===== config.mk =====
export PLATFORM = sky130hd
export DESIGN_NAME = branch_target_buffer
export DESIGN_NICKNAME = d
export VERILOG_FILES = /design/src/rtl/branch_target_buffer.sv
export SDC_FILE = /design/constraint.sdc
export NUM_CORES = 1
export LEC_CHECK = 0
export CELL_PAD_IN_SITES_DETAIL_PLACEMENT = 0
export CELL_PAD_IN_SITES_GLOBAL_PLACEMENT = 2
export CORE_AREA = 2 2 275 277
export DETAILED_ROUTE_END_ITERATION = 12
export DIE_AREA = 0 0 277 279
export GPL_TIMING_DRIVEN = 0
export PLACE_DENSITY = 0.88
export SLEW_MARGIN = 20
export SYNTH_ARGS = -nofsm -noshare
export SYNTH_HDL_FRONTEND = slang
export SYNTH_SLANG_ARGS = --single-unit

===== constraint.sdc =====
create_clock -name clk -period 7.1 [get_ports clk]
set_input_delay 1.065 -clock clk [delete_from_list [all_inputs] [get_ports clk]]
set_output_delay 1.065 -clock clk [all_outputs]
set_load 0.01 [all_outputs]

===== src/rtl/branch_target_buffer.sv =====
// Direct-mapped branch target buffer with saturating direction counters for the 5-stage MIPS pipeline.
// Optional statistics counters are built only when the BTB_STATS_EN macro is defined.
module branch_target_buffer #(
  parameter int IDX_W = 4,
  parameter int TAG_W = 8,
  parameter int CNT_W = 2
) (
  input  logic        clk,
  input  logic        rst,
  input  logic        if_en,
  input  logic [31:0] if_pc,
  output logic        pred_hit,
  output logic        pred_taken,
  output logic [31:0] pred_target,
  input  logic        upd_valid,
  input  logic [31:0] upd_pc,
  input  logic        upd_taken,
  input  logic [31:0] upd_target,
  input  logic        upd_pred_taken,
  input  logic        flush,
  output logic [31:0] stat_lookups,
  output logic [31:0] stat_hits,
  output logic [31:0] stat_mispred
);

  localparam int N = 1 << IDX_W;
  localparam logic [CNT_W-1:0] CNT_WEAK = CNT_W'(1 << (CNT_W - 1));

  function automatic logic [CNT_W-1:0] sat_inc(input logic [CNT_W-1:0] c);
    return (&c) ? c : c + 1'b1;
  endfunction

  function automatic logic [CNT_W-1:0] sat_dec(input logic [CNT_W-1:0] c);
    return (|c) ? c - 1'b1 : c;
  endfunction

  logic [N-1:0]     vld_q;
  logic [TAG_W-1:0] tag_q [N];
  logic [31:0]      tgt_q [N];
  logic [CNT_W-1:0] cnt_q [N];

  logic [IDX_W-1:0] lk_idx, up_idx;
  logic [TAG_W-1:0] lk_tag, up_tag;
  logic             lk_hit, up_hit;

  // Only the index/tag fields of the PCs are used; the rest is folded here.
  logic unused_bits;
  assign unused_bits = ^{if_pc, upd_pc, if_en, upd_pred_taken};

  assign lk_idx = if_pc[IDX_W+1:2];
  assign lk_tag = if_pc[IDX_W+TAG_W+1:IDX_W+2];
  assign up_idx = upd_pc[IDX_W+1:2];
  assign up_tag = upd_pc[IDX_W+TAG_W+1:IDX_W+2];

  assign lk_hit = vld_q[lk_idx] && (tag_q[lk_idx] == lk_tag);
  assign up_hit = vld_q[up_idx] && (tag_q[up_idx] == up_tag);

  assign pred_hit    = rst && lk_hit;
  assign pred_taken  = pred_hit && cnt_q[lk_idx][CNT_W-1];
  assign pred_target = pred_hit ? tgt_q[lk_idx] : 32'd0;

  logic             wr_en_d;
  logic [TAG_W-1:0] wr_tag_d;
  logic [31:0]      wr_tgt_d;
  logic [CNT_W-1:0] wr_cnt_d;

  always_comb begin
    wr_en_d  = 1'b0;
    wr_tag_d = up_tag;
    wr_tgt_d = upd_target;
    wr_cnt_d = CNT_WEAK;
    if (upd_valid && !flush) begin
      if (up_hit) begin
        wr_en_d = 1'b1;
        if (upd_taken) begin
          wr_cnt_d = sat_inc(cnt_q[up_idx]);
        end else begin
          wr_cnt_d = sat_dec(cnt_q[up_idx]);
          wr_tgt_d = tgt_q[up_idx];
        end
      end else if (upd_taken) begin
        wr_en_d = 1'b1;
      end
    end
  end

  always_ff @(posedge clk) begin
    if (!rst) begin
      vld_q <= '0;
      for (int i = 0; i < N; i++) begin
        tag_q[i] <= '0;
        tgt_q[i] <= '0;
        cnt_q[i] <= '0;
      end
    end else if (flush) begin
      vld_q <= '0;
    end else if (wr_en_d) begin
      vld_q[up_idx] <= 1'b1;
      tag_q[up_idx] <= wr_tag_d;
      tgt_q[up_idx] <= wr_tgt_d;
      cnt_q[up_idx] <= wr_cnt_d;
    end
  end

`ifdef BTB_STATS_EN
  logic [31:0] stat_lookups_q, stat_hits_q, stat_mispred_q;

  // Mispredictions are counted even when a concurrent flush drops the update.
  always_ff @(posedge clk) begin
    if (!rst) begin
      stat_lookups_q <= '0;
      stat_hits_q    <= '0;
      stat_mispred_q <= '0;
    end else begin
      if (if_en) stat_lookups_q <= stat_lookups_q + 32'd1;
      if (if_en && lk_hit) stat_hits_q <= stat_hits_q + 32'd1;
      if (upd_valid && (upd_pred_taken != upd_taken)) stat_mispred_q <= stat_mispred_q + 32'd1;
    end
  end

  assign stat_lookups = stat_lookups_q;
  assign stat_hits    = stat_hits_q;
  assign stat_mispred = stat_mispred_q;
`else
  assign stat_lookups = 32'd0;
  assign stat_hits    = 32'd0;
  assign stat_mispred = 32'd0;
`endif

endmodule


==> Yosys cells after proc, flatten, opt, wreduce, memory -nomap -nowiden <==
Memories as Yosys holds them, arrays and structs flattened.
Cells that the tools add are included.
{ "op_classes": {"n_addsub": 2, "multipliers": 0, "div": 0, "n_lt_le_gt_ge": 3, "n_eq_ne": 3, "shift": 0, "mux": 32, "n_bitwise": 2, "reduce_logical": 14} }
{ "op_table": {"columns": ["cell", "n"], "rows": [
  ["$mux W32", 5],
  ["$reduce_or A32 Y1", 1],
  ["$eq A8 B8 Y1", 2],
  ["$or A16 B16 Y16", 1],
  ["$mux W1", 14],
  ["$mux W2", 6],
  ["$mux W4", 3],
  ["$lt A4 B5 Y1 const B", 2],
  ["$bmux W1 S4", 2],
  ["$mux W8", 1],
  ["$reduce_or A8 Y1", 1],
  ["$logic_and A1 B1 Y1", 6],
  ["$reduce_or A2 Y1", 3],
  ["$demux W1 S4", 1],
  ["$ge A4 B1 Y1 const B", 1],
  ["$reduce_and A2 Y1", 2],
  ["$ne A3 B3 Y1 const B", 1],
  ["$add A2 B1 Y2 const B", 1],
  ["$sub A2 B1 Y2 const B", 1],
  ["$logic_not A1 Y1", 1],
  ["$not A1 Y1", 1]
]} }
{ "word_totals": {"ff_bits": 16, "latch_bits": 0, "mem_bits_rw": 672, "rom_bits": 0, "in_bits": 103, "output_inout_bits": 130, "word_cells": 60, "memories": 3} }
{ "mem_list": {"columns": ["name", "depth", "word_bits", "read_ports", "rd_ports_with_merged_regs", "wr", "line", "rtl"], "rows": [
  ["tgt_q", 16, 32, 1, 0, 16, "39", "logic [31:0] tgt_q [N];"],
  ["tag_q", 16, 8, 2, 0, 16, "38", "logic [TAG_W-1:0] tag_q [N];"],
  ["cnt_q", 16, 2, 2, 0, 16, "40", "logic [CNT_W-1:0] cnt_q [N];"]
]} }

==> Depth between registers and ports, before layout <==
{ "depth": {"depth_word": 12, "depth_mapped": 14, "mapped_depth_nobuf": 7} }

==> Worst setup path before layout <==
Ideal clock, no wire load.
{ "synth_path": {"path_type": "input port to flip-flop", "start": "in upd_pc[2]", "end": "mem tgt_q[5][0], enable pin", "setup_time_ns": 0.466, "t_arrival_ns": 4.518, "required_ns": 6.634, "slack_ns": 2.117, "stages": 7, "path_buffers": 4, "cell_sequence": "buf_2 buf_6 buf_4 buf_1 nor2b_1 nand2_1 o21ai_0"} }
{ "synth_lines": {"columns": ["item", "line", "rtl"], "rows": [
  ["start: declaration", "16", "input logic [31:0] upd_pc,"],
  ["end: declaration", "39", null]
]} }

==> Final worst setup path <==
{ "layout_path": {"start": "in if_pc[3]", "end": "out pred_target[23]"} }
{ "layout_between": {"elab_chain_len": 5, "elab_cells_between_ends": 8, "cone_classes": "1 x eq/ne; 3 x mux; 2 x reduce/logical; 2 x memory"} }
{ "layout_rtl": {"columns": ["item", "line", "rtl"], "rows": [
  ["start: declaration", "11", "input logic [31:0] if_pc,"],
  ["$mem_v2 Z16 W8 / $bmux W1 S4 (equally long branches)", null, null],
  ["$eq A8 B8 Y1 / $mux W1 (equally long branches)", "55", "assign lk_hit = vld_q[lk_idx] && (tag_q[lk_idx] == lk_tag);"],
  ["$logic_and A1 B1 Y1", "55", null],
  ["$logic_and A1 B1 Y1", "58", "assign pred_hit = rst && lk_hit;"],
  ["$mux W32 (*)", "60", "assign pred_target = pred_hit ? tgt_q[lk_idx] : 32'd0;"],
  ["end: declaration", "14", "output logic [31:0] pred_target,"]
]} }
Mark *: on every way between the ends. The rest lies on a longest branch, timed or not. The select of a mux whose other input is x is not followed.

==> results.md <==
- Outcome: completed
- Maximum fanout along the worst path: 10
- Commonest cells after routing, fill and taps aside: 672 x edfxtp_1, 323 x and2_1, 236 x mux4_2
- Clock sink total: 688
- Worst-path clk slew: 0.06 ns
- Final net count: 2,690
- LEAKAGE: 0.0142 uW
- First-pass GRT wire length: 161 mm
- Reg2Reg Launch Point: tag_q[2][5]
- WL per Instance: 31.3 microns
- Post-layout util: 54.6%
- Area Growth Syn to Fin: 16.9%
- Aggregate global-route resource usage: 29.3%
- Gr ovfl total: 0
- Worst-case reg-to-reg path depth: 8
- Slack of the worst reg-to-reg path: 2.80 ns
- CTS tree: done
- Max-slew headroom: 14.9%
- Number of fillers in the final layout: 6,055
- Synth area leaders: edfxtp_1 58%, mux4_2 15%, and2_1 5.8%
- Ys Warns: 0
- Critical Path Start Type: primary input
- Vias in the first global route: 22,915
- Syn_area_per_cell: 15.1 sq um
- Die footprint: 77,300 sq um
- Clock buffer depth: 3
- DRT Wirelength: 113 mm
- Worst hold stages: 2
- Clock latency on the worst-skew pair: 0.65 ns
- Top Ports: 233
- Crit end category: primary output
- Via count: 22,434
- Largest net degree at the start of global routing: 33
- Area occupied by registers: 20,500 sq um
- Total power: 9580 uW
- Multi-input logic area: 12,900 sq um
- Crit path kind: primary input to primary output
- DR vias/cell: 6.21
- Final max-slew violation count: 0
- Period utilization: 97.9%
- Min-delay src: vld_q[14]
- Initial cell density of the core: 46.7%
- RSZ-0062 raised after global routing: false
- GP Congestion: 0.945
- Placed Cells: 3,478
- Max VDD drop: 0.169 mV
- FF+latch count, synth: 688
- Max-cap violations: 0
- H-tree Lvls: 3
- TritonRoute pass-1 iters: 5
- Arrival time worst endpoint: 5.88 ns
- Worst Hold Class: flip-flop to flip-flop
- Core area: 74,100 sq um
- Post-route ant nets: 0
- RR Endpoint: tag_q[6][6]
- PortBufs: 83
- Setup TNS: 0 ns
- Share of post-route cells with drive strength above 1: 25.6%
- Asr flop ratio synth: 0%
- CTS buffer count: 75
- Synth cell types: 50
- Post-Syn Area: 34,600 sq um
- Endpoints failing hold: 0
- DRC Markers: 0
- PD cells: 237 nW/um^2
- Die height: 279 microns
- Site Rows: 100
- Initial DRC count: 2,747
- Root buffer cell: clkbuf_16
- Ys flop type: edfxtp_1
- Fin cells: 3,613
- Final setup vio count: 0
- Crit path time final: 6.95 ns
- Initial antenna violation count: 1
- Top cell type by total area after synthesis: edfxtp_1
- Fmax: 144 MHz
- Number of flops mapped to enable cells by yosys: 672
- Sequential fraction of the synthesis area: 59.2%
- Die Width: 277 microns
- Clock skew: 0.0167 ns
- DPL Wire Length: 78.1 mm
- Tightest Pin Transition: 1.28 ns
- Post-synth top area share: 58.3%
- CTS Hold Buffers Added: 0
- CP required: 6.03 ns
- Worst hold endpoint: vld_q[14]
- Commonest non-fill, non-tap cell in the layout: edfxtp_1
- Post-Syn Instances: 2,289
-- critical path: stages --
cell and delay [ns]:
clkdlybuf4s50_1 0.63, buf_2 0.38, buf_2 0.44, clkbuf_1 0.59
clkbuf_2 0.53, buf_1 0.66, mux4_2 0.44, mux4_2 0.49
nor2b_1 0.15, clkdlybuf4s50_1 0.48
-- synthesized netlist by cell type (12+ instances only) --
library cell and number:
nand2_1 82, nor2_1 44, edfxtp_1 672, a211oi_2 90, nor3_1 15, buf_1 17
buf_2 24, and2_1 323, buf_6 14, o21ai_0 12, a21oi_1 49, xnor2_1 18
dfxtp_1 16, nor2b_1 38, mux2i_1 44, buf_4 103, clkbuf_1 177, nor4b_1 16
and3_1 192, mux4_2 236
-- logic make-up (layout without fill, tap and decap cells) --
kind of cell    count (synthesis)  after routing  synth area share, %
fa+ha+maj                       2              2               0.0578
simple gates                  733            733                 12.4
other cells                     1             99               0.0108
compound gates                209            209                 5.53
buf+inv                       342            599                 5.22
xor+xnor                       23             23                0.582
mux                           291            291                 17.0
flops                         688            688                 59.2
-- sequential cells by signal, indices dropped and copies added, names as in the netlist --
name / count
tgt_q: 512
tag_q: 128
vld_q: 16
cnt_q: 32
-- where the power goes --
group	switching, uW	leakage [uW]	internal [uW]	total, uW
clock	1680	0.00115	2120	3800
combinational	600	0.00665	430	1030
sequential	72.7	0.00636	4670	4740
-- area by class of cell --
cell class                      instances  area share (%)
Antenna cell                            3          0.0186
Buffer                                335            4.44
Clock buffer                           92            4.93
Clock inverter                         39           0.835
Inverter                                7          0.0650
Multi-Input combinational cell       1354            31.9
Sequential cell                       688            50.7
Tap cell                              969            3.00
Timing Repair Buffer                  126            4.18
-- routing by layer --
metal / wire, microns / global-route usage, %
met5: 10 / 0
met2: 55600 / 48.9
met3: 10200 / 5.90
met1: 41800 / 37.0
met4: 5600 / 13.4
-- how the worst max path moves through the flow --
stage / depth (start not counted) / endpoint / start
finish: 10 / pred_target[23] / if_pc[3]
detailed placement: 10 / pred_taken / if_pc[3]
global route: 10 / pred_target[10] / if_pc[3]
CTS: 10 / pred_target[25] / if_pc[3]
floorplan: 7 / tgt_q[5][0] / upd_pc[2]
global placement: 7 / tgt_q[15][26] / upd_pc[3]
-- per-stage QoR --
| step | setup WS (ns) | cell area (sq um) | hold WS, ns |
|---|---|---|---|
| after floorplan | 2.12 | 35000 | 0.432 |
| after global placement | -2.11 | 37000 | 0.455 |
| after detailed placement | -0.384 | 38100 | 0.461 |
| after CTS | 0.0549 | 40400 | 0.470 |
| after global routing | 0.0198 | 40400 | 0.508 |
| final | 0.150 | 40400 | 0.473 |
-- repair_timing --
action / CTS / global route
endpoints found under the setup margin: 33 / 10
gates resized for setup: 3 / 2
buffers inserted: 0 / 0
No activity file was read; power rests on OpenSTA's default activity.
